--- src/rtl/mac_cfg_loader_pkg.sv ---
// Shared MAC configuration constants and width helpers.
// mac_cluster uses the same conf/acc widths and cfg-bus width formula,
// so both blocks size the cfg bus identically from this one place.
package mac_cfg_loader_pkg;

   // Mode bits: signed, mac/mul, 2-bit Single/Dual/Quad select
   localparam int MAC_CONF_WIDTH_DEF = 4;
   // Accumulator init value width for each of the four blocks
   localparam int MAC_ACC_WIDTH_DEF  = 32;
   // Serial beat width on the loader input
   localparam int BEAT_WIDTH_DEF     = 8;

   // Full cfg bus: four accumulator init words plus the mode bits on top
   function automatic int cfgWidth(input int accWidth, input int confWidth);
      return 4 * accWidth + confWidth;
   endfunction

   // Integer ceiling division, used for the beat count of one frame
   function automatic int ceilDiv(input int num, input int den);
      return (num + den - 1) / den;
   endfunction

endpackage

--- src/rtl/mac_cfg_loader.sv ---
// Serial-to-parallel configuration loader for mac_cluster.
// Collects NBEATS beats (LSB chunk first) into a shadow register and
// commits the whole word to cfg with a single-cycle cset strobe.
// Malformed frames (early or missing in_last) raise a one-cycle err and
// never disturb the committed cfg.
module mac_cfg_loader
   import mac_cfg_loader_pkg::*;
#(
   parameter int MAC_CONF_WIDTH = MAC_CONF_WIDTH_DEF,
   parameter int MAC_ACC_WIDTH  = MAC_ACC_WIDTH_DEF,
   parameter int BEAT_WIDTH     = BEAT_WIDTH_DEF,
   localparam int CFG_WIDTH     = cfgWidth(MAC_ACC_WIDTH, MAC_CONF_WIDTH),
   localparam int NBEATS        = ceilDiv(CFG_WIDTH, BEAT_WIDTH)
)(
   input  logic                  clk,
   input  logic                  rst,
   input  logic                  en,
   input  logic                  in_valid,
   output logic                  in_ready,
   input  logic [BEAT_WIDTH-1:0] in_data,
   input  logic                  in_last,
   output logic [CFG_WIDTH-1:0]  cfg,
   output logic                  cset,
   output logic                  busy,
   output logic                  err
);

   localparam int CNT_W = $clog2(NBEATS + 1);
   localparam logic [CNT_W-1:0] LAST_IDX = CNT_W'(NBEATS - 1);

   typedef enum logic [1:0] {
      IDLE  = 2'd0,
      LOAD  = 2'd1,
      APPLY = 2'd2,
      DRAIN = 2'd3
   } state_e;

   state_e               state_q;
   logic [CNT_W-1:0]     cnt_q;
   logic [CFG_WIDTH-1:0] shadow_q;
   logic [CFG_WIDTH-1:0] shadow_d;
   logic [CFG_WIDTH-1:0] cfg_q;
   logic                 cset_q;
   logic                 err_q;

   logic                 acceptBeat;
   logic [CNT_W-1:0]     beatIdx;

   // Ready in every state but APPLY, and never while held in reset or stalled
   assign in_ready   = rst & en & (state_q != APPLY);
   assign acceptBeat = in_valid & in_ready;
   assign beatIdx    = (state_q == IDLE) ? '0 : cnt_q;

   assign cfg  = cfg_q;
   assign cset = cset_q;
   assign err  = err_q;
   assign busy = (state_q != IDLE);

   // Merge the incoming beat into its chunk of the shadow; bits of the last
   // beat that land at or above CFG_WIDTH simply have no home and drop out
   always_comb begin
      shadow_d = shadow_q;
      for (int b = 0; b < CFG_WIDTH; b++) begin
         if ((b / BEAT_WIDTH) == int'(beatIdx)) begin
            shadow_d[b] = in_data[b % BEAT_WIDTH];
         end
      end
   end

   // Frame FSM: beat collection, commit, error handling and drain
   always_ff @(posedge clk or negedge rst) begin
      if (!rst) begin
         state_q  <= IDLE;
         cnt_q    <= '0;
         shadow_q <= '0;
         cfg_q    <= '0;
         cset_q   <= 1'b0;
         err_q    <= 1'b0;
      end else begin
         cset_q <= 1'b0;
         err_q  <= 1'b0;
         if (en) begin
            case (state_q)
               IDLE, LOAD: begin
                  if (acceptBeat) begin
                     if (in_last && (beatIdx != LAST_IDX)) begin
                        err_q    <= 1'b1;
                        shadow_q <= '0;
                        cnt_q    <= '0;
                        state_q  <= IDLE;
                     end else if (beatIdx == LAST_IDX) begin
                        shadow_q <= shadow_d;
                        cnt_q    <= '0;
                        if (in_last) begin
                           state_q <= APPLY;
                        end else begin
                           err_q   <= 1'b1;
                           state_q <= DRAIN;
                        end
                     end else begin
                        shadow_q <= shadow_d;
                        cnt_q    <= beatIdx + CNT_W'(1);
                        state_q  <= LOAD;
                     end
                  end
               end
               APPLY: begin
                  cfg_q   <= shadow_q;
                  cset_q  <= 1'b1;
                  state_q <= IDLE;
               end
               DRAIN: begin
                  if (acceptBeat && in_last) begin
                     state_q <= IDLE;
                  end
               end
               default: begin
                  state_q <= IDLE;
               end
            endcase
         end
      end
   end

endmodule

--- config.mk ---
export PLATFORM = sky130hd
export DESIGN_NAME = mac_cfg_loader
export DESIGN_NICKNAME = d
export VERILOG_FILES = /design/src/rtl/mac_cfg_loader_pkg.sv /design/src/rtl/mac_cfg_loader.sv
export SDC_FILE = /design/constraint.sdc
export NUM_CORES = 1
export LEC_CHECK = 0
export BUFFER_PORTS_ARGS = -buffer_cell sky130_fd_sc_hd__buf_2
export CAP_MARGIN = 10
export CORE_UTILIZATION = 57
export CTS_CLUSTER_DIAMETER = 100
export DETAILED_ROUTE_END_ITERATION = 8
export HOLD_SLACK_MARGIN = 0.05
export MAX_ROUTING_LAYER = met4
export PLACE_DENSITY_LB_ADDON = 0.1
export SYNTH_ARGS = -nofsm -noshare
export SYNTH_HDL_FRONTEND = slang
export SYNTH_SLANG_ARGS = --single-unit
--- constraint.sdc ---
create_clock -name clk -period 4.4 [get_ports clk]
set_input_delay 0.66 -clock clk [delete_from_list [all_inputs] [get_ports clk]]
set_output_delay 0.66 -clock clk [all_outputs]
set_load 0.1 [all_outputs]
==> results by group <==
Clock network
  • Clock root cell: sky130_fd_sc_hd__clkbuf_16
  • CTS H-Tree Depth: 1
  • TritonCTS clock tree: built
  • Setup Fix Bufs, Post-CTS: 0
  • Bufs on Longest Clock Path: 3
  • Total CTS buffers: 27
  • CTS sink cnt: between 200 and 300
  • Post-CTS clock slew at the launch and capture registers of the worst setup and hold paths: approximately 0.060 ns
  • Source-to-sink clock delay at the later pin of the worst-skew pair: 0.52 ns

Logic synthesis
  • Biggest area contributors in the synthesized netlist: sky130_fd_sc_hd__dfrtp_1, sky130_fd_sc_hd__mux2_2, sky130_fd_sc_hd__o2bb2ai_1
  • Leading register cell type out of synthesis: sky130_fd_sc_hd__dfrtp_1
  • Most frequent cell after synthesis: sky130_fd_sc_hd__dfrtp_1
  • Netlist area before placement: roughly 0.011 sq mm
  • Number of distinct library cell variants in the gate-level netlist after synthesis: 38
  • Post-synthesis sequential element count: 273
  • Cell type with the highest aggregate area in the netlist: sky130_fd_sc_hd__dfrtp_1
  • Number of standard cells after synthesis: just under 700
  • Share of synthesized cell area in full adder, half adder and majority cells: 1.06%
  • Share of synthesized area occupied by flip-flops and latches: about 64%
  • Simple-gate portion of the synthesized area: approximately 3.4%
  • Largest family of logic cells by synthesized area: multiplexers
  • Post-synth EDFFs: 0
  • Share of the synthesized netlist area taken by xor and xnor gates: less than 1%
  • Post-synth top cells: sky130_fd_sc_hd__dfrtp_1, sky130_fd_sc_hd__mux2_2, sky130_fd_sc_hd__o2bb2ai_1, sky130_fd_sc_hd__buf_2, sky130_fd_sc_hd__o21ai_0
  • Synth Area in Compound Gates: under 10%
  • Share of the synthesized area in the top cell type: approximately 64%
  • Proportion of synthesized area in mux cells: 22.0%
  • Post-Syn Area per Cell: between 15 and 20 sq um
  • Warning count from the yosys run: 0
  • Async S/R FF share, synth: 100%
  • Total nets after synthesis: ~700

Setup path
  • Register-to-register path setup slack: 0.73 ns
  • Category of the worst setup path capture point: flop
  • Worst setup startpoint: state_q[1]$_DFFE_PN0P_
  • R2R depth: 9
  • Largest fanout on the critical path: 17
  • Critical path arrival: between 4 and 5 ns
  • Critical register-to-register path endpoint: shadow_q[93]$_DFFE_PN0P_
  • End point of the critical path: shadow_q[93]$_DFFE_PN0P_
  • Critical Setup Path Class: reg -> reg
  • Startpoint of the lowest-slack register-to-register path: state_q[1]$_DFFE_PN0P_
  • Crit path required time: 4.80 ns
  • Kind of start point of the critical path: flop

STA
  • Count of endpoints failing setup in the final report: 0
  • RSZ-0062 raised after global routing: false
  • Tightest Pin Transition: around 0.97 ns
  • Worst max-slew margin expressed relative to the limit: 35.2%
  • Final Hold Fails: 0
  • Worst setup slack after layout: ~0.73 ns
  • Setup Total Neg Slack: 0 ns
  • Post-Route Skew: about 0.0082 ns
  • Part of the cycle the worst path needs: 83.3%
  • Minimum clock period after layout: 3.67 ns
  • Final slew viol count: 0
  • Highest attainable clock frequency: 273 MHz

Floorplanning
  • Row count: 49
  • Die outline width: ~140 um
  • I/O pin cnt: ~150
  • Height of the chip: 138 um
  • Floorplan Core Area: about 0.018 sq mm
  • Effective utilization at floorplan: about three fifths
  • Overall die area: roughly 0.019 sq mm

Layout
  • Area delta synth->final: 16.9%
  • Final Util: 68.5%
  • Proportion of layout cells with a drive suffix above 1: approximately half
  • Net total in the final layout: 864
  • Design area: around 0.012 sq mm
  • Number of non-filler instances in the completed layout: between 1000 and 1500

Place
  • Standard cell area after detailed placement: between 0.01 and 0.015 sq mm
  • Pre-CTS WS: between 0.8 and 0.9 ns
  • DPL Wire Length: around 15000 um
  • Post-placement cell count: 1041
  • Port-buffer cells: around 150
  • Routability congestion estimate from global placement: approximately 0.88

Routing
  • Via-to-Cell Ratio: between 5 and 6
  • Number of vias in the routed layout: roughly 6300
  • First drt pass iteration count: 7
  • Total routed wirelength: approximately 23000 um
  • Detail Route Antenna Nets: 0
  • Average detailed-routed wire length per instance: around 21 um
  • DRC: 14
  • Number of design-rule violations left by the first detailed-router iteration: 350

Global routing
  • Via count of the first global-routing pass: around 6600
  • Remaining global-route overflow: 0
  • First-pass GRT wire length: about 37000 um
  • Antenna violations before repair: 4
  • Global-route total usage across every layer: about a quarter
  • Pin count of the biggest net entering global routing: around 150

Hold path
  • Hold Crit Class: reg -> reg

Power
  • Share of power burned in combinational logic: under 10%
  • Leak: around 0.0064 uW
  • Pwr/cell area: around 450 mW/mm^2
  • Worst voltage drop across the vdd grid: 0.307 mV
  • Part of the power in the clock network: 38.0%
  • Internal cell power: around 4200 uW
  • Switching power of the nets: 1360 uW
  • Sequential Power Share: between 50% and 60%
  • Switching portion of total power: 24.4%

Run status
  • Failing checks: DRC
  • Run status: finished, violations left

Flow run
  • Number of max-cap violations: 0
## layout by cell type, fill, tap and decap left out, types with 3 or more instances in the layout
cell	count
sky130_fd_sc_hd__a21oi_1	11
sky130_fd_sc_hd__a31oi_1	3
sky130_fd_sc_hd__and3b_1	3
sky130_fd_sc_hd__buf_2	147
sky130_fd_sc_hd__buf_4	9
sky130_fd_sc_hd__clkbuf_1	5
sky130_fd_sc_hd__clkbuf_16	27
sky130_fd_sc_hd__clkbuf_8	8
sky130_fd_sc_hd__dfrtp_1	273
sky130_fd_sc_hd__diode_2	4
sky130_fd_sc_hd__ha_1	9
sky130_fd_sc_hd__inv_1	8
sky130_fd_sc_hd__mux2_2	205
sky130_fd_sc_hd__nand2_1	17
sky130_fd_sc_hd__nand2b_1	8
sky130_fd_sc_hd__nor2_1	4
sky130_fd_sc_hd__nor2_2	4
sky130_fd_sc_hd__nor2b_1	7
sky130_fd_sc_hd__o21ai_0	18
sky130_fd_sc_hd__o21ai_2	3
sky130_fd_sc_hd__o2bb2ai_1	48
sky130_fd_sc_hd__o31ai_1	3
## power groups by stage
stage          registers [uW]  logic [uW]  clock network (uW)
3_5_place_dp             2950         551                   0
2_1_floorplan            2970         313                   0
4_1_cts                  2910         554                2160
3_3_place_gp             2940         529                   0
5_1_grt                  2940         593                2260
6_report                 2910         547                2120
## routing by layer
layer | wire length [um] | global-route usage [%]
met4 | 612 | 8.28
met2 | 11000 | 39.5
met1 | 9600 | 33.1
met3 | 1460 | 5.33
met5 | 0 | -
## per-stage QoR
| step | hold slack [ns] | power, uW |
|---|---|---|
| 6_report | 0.483 | 5580 |
| 5_1_grt | 0.505 | 5790 |
| 4_1_cts | 0.487 | 5620 |
| 3_5_place_dp | 0.474 | 3500 |
| 3_3_place_gp | 0.466 | 3470 |
| 2_1_floorplan | 0.364 | 3290 |
## worst min path at each step
stage                     slack [ns]                        end                 startpoint  cells after the start
after global placement          0.47  shadow_q[128]$_DFFE_PN0P_  shadow_q[128]$_DFFE_PN0P_                      2
final                           0.48  shadow_q[128]$_DFFE_PN0P_  shadow_q[128]$_DFFE_PN0P_                      2
after floorplan                 0.36         cfg[0]$_DFFE_PN0P_                        rst                      0
after detailed placement        0.47  shadow_q[105]$_DFFE_PN0P_  shadow_q[105]$_DFFE_PN0P_                      1
after global routing            0.50  shadow_q[103]$_DFFE_PN0P_  shadow_q[103]$_DFFE_PN0P_                      1
after CTS                       0.49  shadow_q[128]$_DFFE_PN0P_  shadow_q[128]$_DFFE_PN0P_                      2
## critical path: stages, from the launching register on
cell and delay (ns):
sky130_fd_sc_hd__dfrtp_1 0.49, sky130_fd_sc_hd__or2_2 0.42, sky130_fd_sc_hd__and2_1 0.23, sky130_fd_sc_hd__inv_1 0.10, sky130_fd_sc_hd__ha_1 0.25, sky130_fd_sc_hd__nand4b_4 0.18, sky130_fd_sc_hd__ha_1 0.50, sky130_fd_sc_hd__a31oi_1 0.61
sky130_fd_sc_hd__nand2b_1 0.38, sky130_fd_sc_hd__mux2_2 0.37
## what timing repair did
| item | 4_1_cts | 5_1_grt |
|---|---|---|
| hold endpoints to repair | 40 | 0 |
| gates resized for setup | 0 | 0 |
| hold buffers | 1 | 0 |
## sequential cells by signal, indices dropped and copies added, names as in the netlist
register and count:
state_q 2, err 1, cnt_q 5, cfg 132, cset 1, shadow_q 132
## cells by family (layout without fill, tap and decap cells)
kind of cell / Yosys count / in the layout
AOI/OAI and AO/OA: 96 / 96
xor gates and xnor gates: 1 / 1
muxes: 207 / 207
buffers and inverters: 50 / 210
other: 0 / 4
DFF: 273 / 273
adders and majority gates: 9 / 9
and+or+nand+nor: 59 / 59
## final cells by class
class | count | area (sq um)
repair buffers | 160 | 868
diodes | 4 | 10.0
clock buffers | 40 | 805
clock inverters | 2 | 10.0
well taps | 229 | 287
fillers | 1245 | 5690
flip-flops and latches | 273 | 6830
multi-input cells | 372 | 3550
inverters | 8 | 30.0
Note: power is estimated with default switching activity, not from simulation.
